==> config.mk <==
export PLATFORM = sky130hd
export DESIGN_NAME = mem_access_stage
export DESIGN_NICKNAME = d
export VERILOG_FILES = /design/src/rtl/mem_access_stage.sv
export SDC_FILE = /design/constraint.sdc
export NUM_CORES = 1
export LEC_CHECK = 0
export BUFFER_PORTS_ARGS = -buffer_cell sky130_fd_sc_hd__buf_2
export CORE_AREA = 3 3 241 243
export DETAILED_ROUTE_END_ITERATION = 8
export DIE_AREA = 0 0 244 246
export GPL_ROUTABILITY_DRIVEN = 0
export PLACE_DENSITY = 0.54
export SYNTH_ARGS = -nofsm -noshare
export SYNTH_HDL_FRONTEND = slang
export SYNTH_SLANG_ARGS = --single-unit
==> constraint.sdc <==
create_clock -name clk -period 9.1 [get_ports clk]
set_clock_uncertainty 0.1 [all_clocks]
set_input_delay 0.91 -clock clk [delete_from_list [all_inputs] [get_ports clk]]
set_output_delay 0.91 -clock clk [all_outputs]
set_load 0.02 [all_outputs]
==> src/rtl/mem_access_stage.sv <==
// MEM stage: drives a single-beat data memory port, aligns store lanes, extends
// load data and resolves branches; stalls upstream while a memory access is open.
module mem_access_stage (
   input  logic        clk,
   input  logic        reset,
   input  logic [1:0]  WB_control_MEM,
   input  logic [2:0]  MEM_control_MEM,
   input  logic [63:0] branch_addr_MEM,
   input  logic [63:0] alu_result_MEM,
   input  logic        zero_MEM,
   input  logic        less_MEM,
   input  logic [63:0] read_data2_MEM,
   input  logic [4:0]  rd_MEM,
   input  logic [2:0]  funct3_MEM,
   output logic        dmem_req,
   output logic        dmem_we,
   output logic [63:0] dmem_addr,
   output logic [63:0] dmem_wdata,
   output logic [7:0]  dmem_wstrb,
   input  logic [63:0] dmem_rdata,
   input  logic        dmem_ack,
   output logic        stall,
   output logic        pc_src,
   output logic [63:0] branch_target,
   output logic        misalign,
   output logic [1:0]  WB_control_WB,
   output logic [63:0] read_data_WB,
   output logic [63:0] alu_result_WB,
   output logic [4:0]  rd_WB
);

   localparam logic [0:0] IDLE = 1'b0;
   localparam logic [0:0] BUSY = 1'b1;

   logic [0:0] state;
   logic [2:0] off_p0;
   logic [2:0] f3_p0;
   logic       branch, mem_write, mem_op, misaligned;
   logic [2:0] off;

   function automatic logic [7:0] strobe_base(input logic [1:0] size);
      case (size)
         2'd0:    strobe_base = 8'h01;
         2'd1:    strobe_base = 8'h03;
         2'd2:    strobe_base = 8'h0F;
         default: strobe_base = 8'hFF;
      endcase
   endfunction

   function automatic logic is_misaligned(input logic [1:0] size, input logic [2:0] low);
      case (size)
         2'd0:    is_misaligned = 1'b0;
         2'd1:    is_misaligned = low[0];
         2'd2:    is_misaligned = |low[1:0];
         default: is_misaligned = |low;
      endcase
   endfunction

   function automatic logic branch_cond(input logic [2:0] f3, input logic z, input logic lt);
      case (f3)
         3'b000:  branch_cond = z;
         3'b001:  branch_cond = ~z;
         3'b100:  branch_cond = lt;
         3'b101:  branch_cond = ~lt;
         default: branch_cond = 1'b0;
      endcase
   endfunction

   // Raw is already shifted so the addressed byte sits in bits [7:0].
   function automatic logic [63:0] load_extend(input logic [63:0] raw, input logic [2:0] f3);
      logic signed [7:0]  b;
      logic signed [15:0] h;
      logic signed [31:0] w;
      logic signed [63:0] ext;
      b = raw[7:0];
      h = raw[15:0];
      w = raw[31:0];
      case (f3)
         3'b000:  ext = 64'(b);
         3'b001:  ext = 64'(h);
         3'b010:  ext = 64'(w);
         3'b100:  ext = 64'(raw[7:0]);
         3'b101:  ext = 64'(raw[15:0]);
         3'b110:  ext = 64'(raw[31:0]);
         default: ext = raw;
      endcase
      load_extend = ext;
   endfunction

   assign branch        = MEM_control_MEM[2];
   assign mem_write     = MEM_control_MEM[0];
   assign mem_op        = MEM_control_MEM[1] | MEM_control_MEM[0];
   assign off           = alu_result_MEM[2:0];
   assign misaligned    = is_misaligned(funct3_MEM[1:0], off);
   assign pc_src        = branch & branch_cond(funct3_MEM, zero_MEM, less_MEM);
   assign branch_target = branch_addr_MEM;
   assign dmem_req      = (state == BUSY);

   always_comb begin
      stall = 1'b0;
      if (state == BUSY) stall = ~dmem_ack;
      else               stall = mem_op & ~misaligned;
   end

   // Lane offset and load kind captured at request time for the response
   always_ff @(posedge clk) begin
      if (state == IDLE && mem_op && !misaligned) begin
         off_p0 <= off;
         f3_p0  <= funct3_MEM;
      end
   end

   always_ff @(posedge clk or posedge reset) begin
      if (reset) begin
         state         <= IDLE;
         dmem_we       <= 1'b0;
         dmem_addr     <= '0;
         dmem_wdata    <= '0;
         dmem_wstrb    <= '0;
         misalign      <= 1'b0;
         WB_control_WB <= '0;
         read_data_WB  <= '0;
         alu_result_WB <= '0;
         rd_WB         <= '0;
      end else if (state == IDLE) begin
         if (mem_op && !misaligned) begin
            state         <= BUSY;
            dmem_we       <= mem_write;
            dmem_addr     <= {alu_result_MEM[63:3], 3'b000};
            dmem_wstrb    <= mem_write ? (strobe_base(funct3_MEM[1:0]) << off) : 8'h00;
            dmem_wdata    <= read_data2_MEM << {off, 3'b000};
            misalign      <= 1'b0;
            WB_control_WB <= 2'b00;
         end else begin
            misalign      <= mem_op;
            WB_control_WB <= mem_op ? 2'b00 : WB_control_MEM;
            alu_result_WB <= alu_result_MEM;
            rd_WB         <= rd_MEM;
         end
      end else begin
         misalign <= 1'b0;
         if (dmem_ack) begin
            state         <= IDLE;
            dmem_we       <= 1'b0;
            dmem_wstrb    <= 8'h00;
            WB_control_WB <= WB_control_MEM;
            alu_result_WB <= alu_result_MEM;
            rd_WB         <= rd_MEM;
            read_data_WB  <= dmem_we ? 64'd0
                                     : load_extend(dmem_rdata >> {off_p0, 3'b000}, f3_p0);
         end else begin
            WB_control_WB <= 2'b00;
         end
      end
   end

endmodule
After elaboration in Yosys (flattened, before gate mapping)
Index checks and enable logic that the tools add are counted.

$add $sub $neg: 0. Multipliers: 0. Div/mod/pow operators: 0. Magnitude comparators: 0. Equal/unequal tests: 12. Shifts and indexed selects: 3. Multiplexer cells: 30. Bitwise gates (word level): 8. Reduce and logical (&&, ||, !) cells: 14.

Operator list (number): $pmux 64 s6 (1); $mux 64 (4); $shl 64x6->64 (1); $shr 64x6->64 (1); $mux 8 (6); $pmux 8 s3 (1); $eq 3x3->1 const B (5); $mux 5 (3); $mux 1 (9); $mux 2 (4); $reduce_and 2->1 (4); $shl 8x3->8 (1); $eq 3x1->1 const B (2); $logic_not 3->1 (2); $not 1->1 (5); $ne 2x2->1 const B (2); $pmux 1 s4 (1); $eq 3x2->1 const B (1); $logic_and 1x1->1 (3); $pmux 1 s3 (1); $reduce_or 3->1 (1); $and 1x1->1 (2); $eq 2x1->1 const B (1); $eq 2x2->1 const B (1); 5 further kinds (5).

Register bits: 277. Bits in latches: 0. Memory bits (writable): 0. Bits in read-only memories: 0. Output and inout bits: 340. Logic and storage cells: 79. Memories: 0.

Logic depth before layout (Yosys ltp)
Depth in word-level cells: 10. Gate-level depth with buffers: 9.

Worst setup path after synthesis
Ideal clock, no wire load.

Path type: in2out. Start: input alu_result_MEM[2]. End: output stall. Arrival time: 2.171 ns. Data required time: 8.090 ns. Path slack: 5.919 ns. Cell stages on the path: 7. Buffers on the path: 2. Cells stage by stage: clkbuf_1 a21o_1 a211o_1 inv_2 a21oi_1 buf_2 inv_1.

Cells in the longest elaborated chain, start to end: 5.

RTL lines: from (decl) (RTL line 9) `input logic [63:0] alu_result_MEM,`; $reduce_or 3->1 (RTL line 55) `default: is_misaligned = |low;`; $pmux 1 s3 (RTL line 51) `case (size)`; $not 1->1 (RTL line 102) `else stall = mem_op & ~misaligned;`; $and 1x1->1 (RTL line 102); $mux 1 (RTL line 101) `if (state == BUSY) stall = ~dmem_ack;`; to (decl) (RTL line 22) `output logic stall,`.

Every way passes these cells.

Worst setup path after layout
Start: input alu_result_MEM[1]. End: output stall.

Cells in the longest elaborated chain, start to end: 5. Elaborated cells on any way between the ends: 6.

RTL lines (RTL line): $reduce_or 3->1 or $reduce_or 2->1 (tied branches) (55, 54); $pmux 1 s3 (*) (51); $not 1->1 (*) (102); $and 1x1->1 (*) (102); $mux 1 (*) (101).

Every way passes the cells marked *; elsewhere a longest branch is shown, timed or not.

==> results summary <==
Leaving out fill and tap cells, the most frequent cell in the layout is sky130_fd_sc_hd__buf_2. The count of hold buffers inserted by post-cts repair came out at 0. For this run, the share of the core covered by cells in the final layout is 32.52%.

The wire length of the first global-routing pass came out at 81.07 mm. The quantity of gates resized following cts came out at 0. STA puts the critical path data required time at 8.09 ns.

For this design, the slowest cell found on the critical path is sky130_fd_sc_hd__buf_4. The power per cell area came out at 248.7 nW/um^2. The number of logic stages on the critical path including buffering came out at 8. The aggregate global-route resource usage came out at 17.58%. The most critical setup path has its endpoint at stall. The chip height came out at 246 um. The critical path is of the input port to output port type.

The number of synthesized flops with an enable pin came out at 6. The starting density of the core came out at 25.91%. The total of warnings raised by yosys is 0. The switching share of total power came out at 36.91%. The worst path uses 56.55% of the clock period.

The flop-to-flop setup slack is 5.69 ns. The area share of the leading cell type in the synthesized netlist came out at 46.60%. Relative to the synthesized area, the layout overhead comes to 25.52%. The count of buffers added on input and output ports is 482. The number of design-rule violations left by the first detailed-router iteration is 686. The core box area came out at 56170 um^2.

The worst max-slew margin expressed relative to the limit came out at 18.54%. The leakage dissipation is 8.865 nW. After synthesis, the cell types taking the most area are sky130_fd_sc_hd__dfrtp_1, sky130_fd_sc_hd__mux4_2, sky130_fd_sc_hd__nand2_1. Pin placement for this block handled 614 I/O pins. Summing the sequential cell areas from Yosys gives 47.83% of the chip area. The number of global-route vias before repair came out at 12650. The run finished with clean final reports. After detailed routing, the average wire length per cell comes to 21.60 um. The total via count in the routed design came out at 12250. The final antenna-violating net count came out at 0. The number of hold violations in the final report came to 0. The number of cells on the worst reg-to-reg path came out at 6. The first element of the critical path is alu_result_MEM[1]. sky130_fd_sc_hd__dfrtp_1 takes more of the synthesized area than any other cell. The max-slew violation count is 0.

The setup TNS is 0 ns. The H-tree was split into 2 levels. The number of instances on the worst hold path is 2. The data arrival time at the worst-slack endpoint is 4.14 ns. The startpoint identified for the worst register-to-register timing path is dmem_req. The tree built by TritonCTS fans out to 277 sinks. The largest single stage delay on the critical path is 0.69 ns. Together, buffers and inverters on the worst path number 5. The register bit total from synthesis is 277. The tightest min-delay check is of the flip-flop to flip-flop type. The minimum clock period came out at 5.146 ns. The combinational cell fraction of total power is 31.9%.

In this run the cell area of the synthesized design comes to 14550 um^2. Setup repair after global routing left no endpoint under its margin. The via density per instance is 4.845. The signal on the critical path passes through buf_2 -> o21a_1 -> a211o_4 -> inv_4 -> a21oi_4 -> buf_4 -> inv_1 -> buf_2. The mean post-synth cell area came out at 10.53 um^2. The critical path launch point type is an input port. The root buffer cell is sky130_fd_sc_hd__clkbuf_16. After clock tree synthesis, the clock-pin slew on the worst setup and hold paths is 0.06 ns. The clock passes through at most 3 buffers. The die span in x is 244 um.

The number of detailed-routing iterations run before antenna repair came out at 5. Across the run, the number of max-cap violations was 0. The worst-skew pair later-pin latency is 0.53 ns. The area of the die is 60020 um^2. The largest fanout on the critical path is 70. The share of total power in sequential cells is 37.2%.

The count of different cell masters after synthesis is 55. The placed wire-length estimate came out at 40.04 mm. The clock tree from TritonCTS is done. The highest clock frequency the design can meet is 194.3 MHz. The number of setup buffers added after CTS is 0. The largest delay contributor family on the critical path is buffers and inverters. Summed over all layers, the routed wires come to 54.62 mm. The initial antenna violation count is 9.

The library cells used most frequently in the layout, excluding fill and tap cells, are sky130_fd_sc_hd__buf_2, sky130_fd_sc_hd__nand2_1, sky130_fd_sc_hd__dfrtp_1. The total of endpoints with negative setup slack in the final report came out at 0. The async set-reset flop share out of synthesis came out at 97.83%. The final layout contains 2020 nets. In the synthesized netlist the dominant register cell turns out to be sky130_fd_sc_hd__dfrtp_1. Internal power comes to 2.867 mW. For the pin with the worst max-slew slack, the measured transition is 1.219 ns. Of the total power, the clock network draws 30.9%. The DRC violation count after routing is 0.

The CTS buffer count is 35. The worst register-to-register path ends at alu_result_WB[11]. Counting stages on the worst path, the most repeated cell is sky130_fd_sc_hd__buf_2. The total congestion overflow is 0. The kind of end point of the critical path is an output port. The maximum vdd drop is 0.1514 mV. The floorplan has 87 rows. The maximum number of pins on one net before global-route repair came out at 140. The analysis attributes to net switching a power of 1.677 mW. The cell count after synthesis is 1382. The share of cells above drive strength 1 is 41.19%.
flip-flops by register name, indices dropped and copies added, names as in the netlist:
register       cells
dmem_we            1
dmem_wdata        64
read_data_WB      64
off_p0             3
dmem_req           1
WB_control_WB      2
misalign           1
rd_WB              5
dmem_addr         61
alu_result_WB     64
f3_p0              3
dmem_wstrb         8
routing by layer:
metal  GRT usage (%)  wire length, um  up-vias
li1                -                -     5519
met1           21.93            21830     6054
met2           28.63            25840      582
met3           6.008             5161       90
met4           5.695             1744        8
met5               0               50        -
tightest hold or removal path, cell delays in order (launching register included):
cell	delay [ns]
sky130_fd_sc_hd__dfrtp_1	0.33
sky130_fd_sc_hd__nand2_1	0.05
sky130_fd_sc_hd__nand2_1	0.05
power groups by stage:
stage	Clock [mW]	Combinational (mW)	Sequential [mW]
CTS	1.45	1.47	1.69
global route	1.50	1.56	1.72
floorplan	0	0.571	2.04
global placement	0	1.46	1.70
detailed placement	0	1.47	1.71
finish	1.40	1.45	1.69
worst min path at each step:
stage | startpoint | end | slack (ns)
2_1_floorplan | dmem_wdata[0] | dmem_wdata[0] | 0.48
6_report | dmem_addr[46] | dmem_addr[46] | 0.37
4_1_cts | dmem_addr[43] | dmem_addr[43] | 0.37
3_5_place_dp | dmem_wdata[5] | dmem_wdata[5] | 0.35
3_3_place_gp | dmem_wdata[0] | dmem_wdata[0] | 0.35
5_1_grt | dmem_addr[48] | dmem_addr[48] | 0.39
area by class of cell:
| type | count | area, um^2 |
|---|---|---|
| antenna | 3 | 7.507 |
| clock buffer | 52 | 999.7 |
| clock inverter | 9 | 150.1 |
| fill | 5857 | 37900 |
| inverter | 8 | 40.04 |
| multi-input combinational | 927 | 6624 |
| sequential | 277 | 6962 |
| tap | 756 | 945.9 |
| timing repair buffer | 497 | 2540 |
cell families after synthesis:
kind of cell	count (synthesis)	synth area share (%)
flip-flops	277	47.83
multiplexers	199	19.76
AO/OA/AOI/OAI	270	12.82
AND/OR/NAND/NOR	450	12.41
buffers and inverters	180	6.860
other	1	0.02577
XOR/XNOR	5	0.3009
through the flow:
stage | hold slack (ns) | area, um^2 | cells | setup slack (ns) | power (mW)
4_1_cts | 0.3699 | 18260 | 2526 | 3.877 | 4.617
3_3_place_gp | 0.3520 | 17110 | 2465 | 3.889 | 3.158
3_5_place_dp | 0.3539 | 17110 | 2465 | 3.883 | 3.177
5_1_grt | 0.3889 | 18260 | 2526 | 3.635 | 4.792
6_report | 0.3664 | 18270 | 2529 | 3.954 | 4.544
2_1_floorplan | 0.4827 | 14560 | 1384 | 0.6230 | 2.607
cells in the mapped netlist, types with 3 or more instances:
cell,count
sky130_fd_sc_hd__a211o_1,17
sky130_fd_sc_hd__a211oi_1,14
sky130_fd_sc_hd__a21oi_1,60
sky130_fd_sc_hd__a221oi_1,8
sky130_fd_sc_hd__a22o_1,3
sky130_fd_sc_hd__a22oi_1,17
sky130_fd_sc_hd__a32o_1,5
sky130_fd_sc_hd__buf_1,14
sky130_fd_sc_hd__buf_2,18
sky130_fd_sc_hd__buf_4,72
sky130_fd_sc_hd__buf_6,4
sky130_fd_sc_hd__clkbuf_1,64
sky130_fd_sc_hd__dfrtp_1,271
sky130_fd_sc_hd__edfxtp_1,6
sky130_fd_sc_hd__inv_1,5
sky130_fd_sc_hd__mux2_2,77
sky130_fd_sc_hd__mux2i_1,57
sky130_fd_sc_hd__mux4_2,62
sky130_fd_sc_hd__nand2_1,321
sky130_fd_sc_hd__nand2b_1,11
sky130_fd_sc_hd__nand3_1,10
sky130_fd_sc_hd__nor2_1,88
sky130_fd_sc_hd__nor2b_1,8
sky130_fd_sc_hd__o211ai_1,9
sky130_fd_sc_hd__o21a_1,10
sky130_fd_sc_hd__o21ai_0,60
sky130_fd_sc_hd__o21ai_2,17
sky130_fd_sc_hd__o22ai_1,9
sky130_fd_sc_hd__o31ai_1,18
sky130_fd_sc_hd__o31ai_2,13
sky130_fd_sc_hd__xnor2_1,3
No activity file was read; power rests on OpenSTA's default activity.
